`src/rtl/mmio_responder.sv`:
```
// mmio_responder: data-side memory-mapped I/O responder on the core's M-stage bus.
// It decodes the I/O window selected by mem_adr[31:28] == IO_BASE_NIB, returns
// registered read data one cycle later (W stage), and contains a byte-wide TX FIFO
// toward the UART, a one-byte RX holding register and performance counters.
// Optional feature: define MMIO_COUNTERS_EN to build the CYCLE/INSTRET counters
// and the CNTRST clear register; without it those offsets read 0 and writes are ignored.
module mmio_responder #(
    parameter int         XLEN        = 32,
    parameter int         TX_DEPTH    = 4,
    parameter logic [3:0] IO_BASE_NIB = 4'h8
) (
    input  logic            clk,
    input  logic            rst,
    input  logic [XLEN-1:0] mem_adr,
    input  logic [XLEN-1:0] mem_wdata,
    input  logic [3:0]      wea,
    input  logic            rd_en,
    input  logic            instr_stop,
    output logic            io_sel,
    output logic [XLEN-1:0] io_rdata,
    output logic [7:0]      tx_data,
    output logic            tx_valid,
    input  logic            tx_ready,
    input  logic [7:0]      rx_data_in,
    input  logic            rx_valid,
    output logic            rx_ready
);

    // Pointer index width; pointers carry one extra wrap bit to tell full from empty.
    localparam int PW = (TX_DEPTH < 2) ? 1 : $clog2(TX_DEPTH);

    // Register offsets within the I/O window.
    localparam logic [7:0] OFF_STATUS  = 8'h00;
    localparam logic [7:0] OFF_RXDATA  = 8'h04;
    localparam logic [7:0] OFF_TXDATA  = 8'h08;
    localparam logic [7:0] OFF_CYCLE   = 8'h10;
    localparam logic [7:0] OFF_INSTRET = 8'h14;
    localparam logic [7:0] OFF_CNTRST  = 8'h18;

    localparam logic [PW:0]     PTR_ZERO = {(PW+1){1'b0}};
    localparam logic [PW:0]     PTR_ONE  = {{PW{1'b0}}, 1'b1};
    localparam logic [XLEN-1:0] DATA_ZERO = {XLEN{1'b0}};

    // Bus decode
    logic       hit_s;
    logic [7:0] offset_s;
    logic       isStore_s;
    logic       rdHit_s;

    // TX FIFO
    logic [7:0]  txMem_r [TX_DEPTH];
    logic [PW:0] wrPtr_r;
    logic [PW:0] rdPtr_r;
    logic        txFull_s;
    logic        txEmpty_s;
    logic        txPop_s;
    logic        txPushReq_s;
    logic        txPushOk_s;
    logic        ovfSet_s;
    logic        ovfClr_s;
    logic        ovf_r;

    // RX holding register
    logic       rxFull_r;
    logic [7:0] rxBuf_r;
    logic       rxPop_s;
    logic       rxAccept_s;

    // Read path
    logic [XLEN-1:0] rdData_s;
    logic [XLEN-1:0] ioRdata_r;
    logic            ioSel_r;

`ifdef MMIO_COUNTERS_EN
    // Performance counters
    logic [XLEN-1:0] cycle_r;
    logic [XLEN-1:0] instret_r;
    logic            cntClr_s;
    localparam logic [XLEN-1:0] CNT_ONE = {{(XLEN-1){1'b0}}, 1'b1};

    // Bits of the bus that this block never looks at.
    logic unusedBits_s;
    assign unusedBits_s = ^{mem_adr[27:8], mem_wdata[XLEN-1:8]};
`else
    // Bits of the bus that this block never looks at; instr_stop only feeds the counters.
    logic unusedBits_s;
    assign unusedBits_s = ^{mem_adr[27:8], mem_wdata[XLEN-1:8], instr_stop};
`endif

    // Address window decode and access qualification.
    always_comb begin
        hit_s     = (mem_adr[31:28] == IO_BASE_NIB);
        offset_s  = mem_adr[7:0];
        isStore_s = (wea != 4'b0000);
        rdHit_s   = hit_s & rd_en;
    end

    // FIFO occupancy and the push/pop/overflow decisions for this cycle.
    always_comb begin
        txEmpty_s   = (wrPtr_r == rdPtr_r);
        txFull_s    = (wrPtr_r[PW] != rdPtr_r[PW]) &&
                      (wrPtr_r[PW-1:0] == rdPtr_r[PW-1:0]);
        txPop_s     = !txEmpty_s & tx_ready;
        txPushReq_s = hit_s & isStore_s & (offset_s == OFF_TXDATA);
        // A simultaneous pop frees the slot the push needs, so full only blocks
        // the push when nothing leaves this cycle.
        txPushOk_s  = txPushReq_s & (!txFull_s | txPop_s);
        ovfSet_s    = txPushReq_s & txFull_s & !txPop_s;
        ovfClr_s    = rdHit_s & (offset_s == OFF_STATUS);
    end

    // RX pop on an RXDATA load with a byte held; accept a new byte only when empty.
    always_comb begin
        rxPop_s    = rdHit_s & (offset_s == OFF_RXDATA) & rxFull_r;
        rxAccept_s = rx_valid & !rxFull_r;
    end

`ifdef MMIO_COUNTERS_EN
    // Counter clear strobe from a store to CNTRST.
    always_comb begin
        cntClr_s = hit_s & isStore_s & (offset_s == OFF_CNTRST);
    end
`endif

    // Read mux: register contents before this edge's updates.
    always_comb begin
        rdData_s = DATA_ZERO;
        if (hit_s) begin
            case (offset_s)
                OFF_STATUS: begin
                    rdData_s[0] = !txFull_s;
                    rdData_s[1] = rxFull_r;
                    rdData_s[2] = ovf_r;
                end
                OFF_RXDATA: begin
                    rdData_s[7:0] = rxBuf_r;
                end
`ifdef MMIO_COUNTERS_EN
                OFF_CYCLE: begin
                    rdData_s = cycle_r;
                end
                OFF_INSTRET: begin
                    rdData_s = instret_r;
                end
`endif
                default: begin
                    rdData_s = DATA_ZERO;
                end
            endcase
        end else begin
            rdData_s = DATA_ZERO;
        end
    end

    // W-stage read data and select, one cycle behind the M-stage access.
    always_ff @(posedge clk) begin
        if (rst) begin
            ioRdata_r <= DATA_ZERO;
            ioSel_r   <= 1'b0;
        end else begin
            ioRdata_r <= rdData_s;
            ioSel_r   <= rdHit_s;
        end
    end

    // TX FIFO storage and pointers; reset discards anything queued.
    always_ff @(posedge clk) begin
        if (rst) begin
            wrPtr_r <= PTR_ZERO;
            rdPtr_r <= PTR_ZERO;
            for (int i = 0; i < TX_DEPTH; i++) begin
                txMem_r[i] <= 8'h00;
            end
        end else begin
            if (txPushOk_s) begin
                txMem_r[wrPtr_r[PW-1:0]] <= mem_wdata[7:0];
                wrPtr_r                  <= wrPtr_r + PTR_ONE;
            end else begin
                wrPtr_r <= wrPtr_r;
            end
            if (txPop_s) begin
                rdPtr_r <= rdPtr_r + PTR_ONE;
            end else begin
                rdPtr_r <= rdPtr_r;
            end
        end
    end

    // Sticky overflow flag, cleared by reading STATUS.
    always_ff @(posedge clk) begin
        if (rst) begin
            ovf_r <= 1'b0;
        end else if (ovfSet_s) begin
            ovf_r <= 1'b1;
        end else if (ovfClr_s) begin
            ovf_r <= 1'b0;
        end else begin
            ovf_r <= ovf_r;
        end
    end

    // RX holding register: accept from the receiver when empty, empty on RXDATA read.
    always_ff @(posedge clk) begin
        if (rst) begin
            rxFull_r <= 1'b0;
            rxBuf_r  <= 8'h00;
        end else if (rxPop_s) begin
            rxFull_r <= 1'b0;
            rxBuf_r  <= rxBuf_r;
        end else if (rxAccept_s) begin
            rxFull_r <= 1'b1;
            rxBuf_r  <= rx_data_in;
        end else begin
            rxFull_r <= rxFull_r;
            rxBuf_r  <= rxBuf_r;
        end
    end

`ifdef MMIO_COUNTERS_EN
    // Cycle and retired-instruction counters; CNTRST wins over the increment.
    always_ff @(posedge clk) begin
        if (rst) begin
            cycle_r   <= DATA_ZERO;
            instret_r <= DATA_ZERO;
        end else if (cntClr_s) begin
            cycle_r   <= DATA_ZERO;
            instret_r <= DATA_ZERO;
        end else begin
            cycle_r <= cycle_r + CNT_ONE;
            if (!instr_stop) begin
                instret_r <= instret_r + CNT_ONE;
            end else begin
                instret_r <= instret_r;
            end
        end
    end
`endif

    assign io_rdata = ioRdata_r;
    assign io_sel   = ioSel_r;
    assign tx_valid = !txEmpty_s;
    assign tx_data  = txMem_r[rdPtr_r[PW-1:0]];
    assign rx_ready = !rxFull_r;

endmodule

```
`config.mk`:
```
export PLATFORM = sky130hd
export DESIGN_NAME = mmio_responder
export DESIGN_NICKNAME = d
export VERILOG_FILES = /design/src/rtl/mmio_responder.sv
export SDC_FILE = /design/constraint.sdc
export NUM_CORES = 1
export LEC_CHECK = 0
export BUFFER_PORTS_ARGS = -buffer_cell sky130_fd_sc_hd__buf_2
export CELL_PAD_IN_SITES_DETAIL_PLACEMENT = 1
export CELL_PAD_IN_SITES_GLOBAL_PLACEMENT = 2
export CORE_MARGIN = 2
export CORE_UTILIZATION = 30
export DETAILED_ROUTE_END_ITERATION = 8
export PLACE_DENSITY = 0.83
export SYNTH_ARGS = -nofsm -noshare
export SYNTH_HDL_FRONTEND = slang
export SYNTH_SLANG_ARGS = --single-unit
```
`constraint.sdc`:
```
create_clock -name clk -period 4.4 [get_ports clk]
set_input_delay 0.88 -clock clk [delete_from_list [all_inputs] [get_ports clk]]
set_output_delay 0.88 -clock clk [all_outputs]
set_load 0.02 [all_outputs]
```
After elaboration in Yosys (flattened, before gate mapping)
Memory sizes are Yosys's and may differ from the RTL's. A register that Yosys moved wholly into a read port is not among the register bits.
Index checks and enable logic that the tools add are counted.
- memories kept: 1
- memory bits (writable): 32
- input bits: 82
- bits in registers: 49
- add/sub/neg operators: 2
- reduce and logical (&&, ||, !) cells: 13
- eq/ne operators: 6
- muxes and demuxes: 13
- bitwise logic cells: 15
- memory list (name ; words ; bits a word ; read ports ; clocked after Yosys merged registers in ; wr ports ; RTL line ; text):
    txMem_r ; 4 ; 8 ; 1 ; 1 ; 4 ; 51 ; logic [7:0] txMem_r [TX_DEPTH];
- operators with widths (cell ; count):
    $and A1 B1 Y1 ; 11
    $eq A8 B3 Y1 const B ; 1
    $eq A8 B4 Y1 const B ; 1
    $logic_not A8 Y1 ; 1
    $mux W1 ; 8
    $mux W8 ; 1
    $reduce_or A8 Y1 ; 1
    $add A3 B1 Y3 const B ; 2
    $mux W2 ; 3
    $pmux W3 S2 ; 1
    $eq A4 B4 Y1 const B ; 1
    $logic_not A1 Y1 ; 4
    $reduce_bool A4 Y1 ; 1
    $reduce_or A2 Y1 ; 2
    $eq A3 B3 Y1 ; 1
    $not A1 Y1 ; 3
    $reduce_or A3 Y1 ; 1
    $eq A2 B2 Y1 ; 1
    $reduce_and A2 Y1 ; 1
    $reduce_bool A2 Y1 ; 1
    $logic_and A1 B1 Y1 ; 1
    $ne A1 B1 Y1 ; 1
    $or A1 B1 Y1 ; 1

Logic depth before layout (Yosys ltp)
- word-level depth: 10
- mapped depth: 6
- gate-level depth less buffers: 4

Worst setup path before layout
Ideal clock, no wire load.
- path kind: in2reg
- from: in mem_adr[29]
- to: mem txMem_r[0][0], enable pin
- arrival: 2879 ps
- setup slack: 1186 ps
- stages: 6
- cells stage by stage: or4b_1 -> clkbuf_2 -> or4_4 -> or4_1 -> buf_6 -> nand2b_1
- RTL lines (what ; RTL line ; text):
    start: declaration ; 14 ; input logic [XLEN-1:0] mem_adr,
    end: declaration ; 51 ;

==> results.json <==
{
  "outcome": "completed",
  "synthArstFlopShare": 0,
  "area_delta_synth_final_pct": 17.1,
  "port_buffers": 55,
  "tritoncts": "done",
  "min_period_ns": 3.08,
  "dieArea_sq_um": 9710,
  "synth_top_family_by_area": "simple AND/OR/NAND/NOR gates",
  "synth-xor-area-share": 0.0196,
  "crit_path_top_delay_cell": "or4b_2",
  "drt_iter0_markers": 54,
  "vias": 1846,
  "syn_inst": 236,
  "period_share": 0.701,
  "core_area_sq_um": 8680,
  "cp-end-kind": "register",
  "fmax_ghz": 0.324,
  "htree_levels": 3,
  "cp_cell_sequence": "buf_2 > or4b_2 > or4_4 > or4_1 > nand2b_1",
  "synth_common_cells": "33 x nor2_1, 32 x edfxtp_1, 27 x dfxtp_1, 24 x buf_4, 20 x nand2_1",
  "cts_resized": 0,
  "clock_latency_ns": 0.33,
  "power.leakage_nw": 1.29,
  "clock_sinks": 59,
  "critical_path_required_ns": 4.38,
  "synthAdderAreaFrac": 0.00933,
  "synth-simple-area-share": 0.193,
  "fin_area_sq_um": 3140,
  "tightestPinTransition_ns": 0.825,
  "synth_top_area_share": 0.358,
  "worstSetupPathType": "input port to register",
  "via_per_inst": 4.55,
  "finalSetupViolations": 0,
  "cpPeakStageDelay_ns": 0.72,
  "synthMostInstantiatedCell": "nor2_1",
  "synth_area_sq_um": 2680,
  "crit_buf_inv": 1,
  "dpl_cell_area_sq_um": 2970,
  "slew_violations": 0,
  "cts_buffer_depth": 2,
  "relSlewSlack": 0.445,
  "hold_violations": 0,
  "gp_congestion": 0.742,
  "ys_seq_elements": 59,
  "maxCapViolCount": 0,
  "worstSetupPathDepth": 5,
  "rr_worst_depth": 5,
  "p_int_w": 0.000818,
  "numCtsBuffers": 9,
  "synth_ff_type": "edfxtp_1",
  "nets": 377,
  "std_cell_rows": 34,
  "p_sw_frac": 0.254,
  "dp_hpwl_um": 4220,
  "hp-class": "register to register",
  "antenna_left": 0,
  "layout.cells.non_filler": 406,
  "drc": 0,
  "rsz0062_at_grt": "no",
  "cts-hold-fix-buffers": 0,
  "die_w_um": 98.5,
  "synth_compound_area_frac": 0.0457,
  "grt_max_degree": 34,
  "grt-ovfl-total": 0,
  "yosysWarnings": 0,
  "grt_pass1_vias": 1960,
  "clkPwrFrac": 0.382,
  "antenna_found_initial": 0,
  "synth_seq_area_share": 0.560,
  "min_delay_path_depth": 2,
  "ys_types": 41,
  "arrival_ns": 3.06,
  "start_util": 0.309,
  "synth_area_leaders": "edfxtp_1 36%, dfxtp_1 20%, buf_4 6.7%",
  "p_seq_frac": 0.545,
  "tns_ns": 0,
  "cts_setup_buffers": 0,
  "syn_avg_cell_area_sq_um": 11.4,
  "p_sw_w": 0.000279,
  "grt_usage": 0.127,
  "path_delay_family": "simple AND/OR/NAND/NOR gates",
  "cp_max_fo": 12,
  "first_pass_iters": 4,
  "cts.reportedPaths.clkPinSlew_ns": 0.07,
  "final_layout_size_suffix_gt1_frac": 0.315,
  "ir_drop_v": 0.000153,
  "synthMuxAreaShare": 0.0826,
  "dp.cells": 390,
  "wl_per_cell_um": 14.5,
  "antenna_cells": 0,
  "clock_skew_ns": 0.0106,
  "totalWireLength_um": 5870,
  "final_core_util": 0.362,
  "cts-root-buf": "clkbuf_8",
  "pwr-share-comb": 0.074,
  "pin_count": 125,
  "die_h_um": 98.5,
  "synth_top_area_cell": "edfxtp_1",
  "grt_pass1_wl_um": 9520,
  "synth_edf_count": 32,
  "startpoint_type": "input port",
  "power_density_nw_per_um2": 350
}
==> path summary, 6_finish.rpt <==
kind | startpoint | slack, ns | end
worst max-delay path | mem_adr[2] | 1.32 | txMem_r[0][6]
worst min-delay path | rxBuf_r[5] | 0.45 | rxBuf_r[5]
worst max register to register | wrPtr_r[1] | 2.17 | txMem_r[2][6]
worst min register to register | rxBuf_r[5] | 0.45 | rxBuf_r[5]
==> layer usage <==
metal / routed length [um] / track usage / part of all wire / up-vias
met1: 2370 / 0.140 / 0.40 / 869
met2: 2930 / 0.221 / 0.50 / 68
met5: 0 / 0 / 0 / -
met3: 471 / 0.0489 / 0.080 / 10
li1: - / - / - / 899
met4: 102 / 0.0506 / 0.017 / 0
==> sequential cells by signal (all words and copies together), names as in the netlist, named ones only <==
signal	cells
rxFull_r	1
rxBuf_r	8
txMem_r	32
io_sel	1
io_rdata	8
wrPtr_r	3
ovf_r	1
rdPtr_r	3
==> power by group through the flow <==
| stage | clock (W) | combinational, W | sequential [W] |
|---|---|---|---|
| 6_report | 0.000419 | 0.0000807 | 0.000598 |
| 5_1_grt | 0.000456 | 0.0000887 | 0.000599 |
| 4_1_cts | 0.000435 | 0.0000821 | 0.000598 |
| 3_5_place_dp | 0 | 0.0000819 | 0.000610 |
| 3_3_place_gp | 0 | 0.0000800 | 0.000609 |
| 2_1_floorplan | 0 | 0.0000698 | 0.000608 |
==> area by class of cell <==
cell class                 instances  area, sq um
clock buffer                       9          124
tap                              108          135
fill                            1001         5540
clock inverter                     7         45.0
multi-input combinational        163         1030
inverter                           2         7.51
sequential                        59         1500
timing repair buffer              58          298
==> logic make-up after synthesis <==
group           after synthesis
xor+xnor                      6
buf+inv                      37
flops                        59
other cells                   1
fa+ha+maj                     2
compound gates               20
mux                          12
simple gates                 99
==> metrics by stage <==
stage | power [W] | hold WS [ns] | setup WS (ns)
after detailed placement | 0.000692 | 0.443 | 0.948
after floorplan | 0.000678 | 0.432 | 1.19
after global placement | 0.000689 | 0.438 | 0.982
after CTS | 0.00112 | 0.453 | 1.31
after global routing | 0.00114 | 0.483 | 1.20
final | 0.00110 | 0.454 | 1.32
==> tightest hold or removal path: stages (launching register included) <==
cell and delay, ns:
dfxtp_1 0.31, nand2_1 0.05, a21oi_1 0.05
==> cells in the final DEF, fill, tap and decap left out, types with 5 or more instances in the layout <==
master	count
mux4_2	8
buf_2	55
and3_1	5
nor2_1	33
edfxtp_1	32
a21oi_1	12
clkbuf_8	9
nand2_1	20
nor2_2	7
xor2_1	5
dfxtp_1	27
conb_1	24
nand2b_1	13
(Power assumes the default switching activity.)
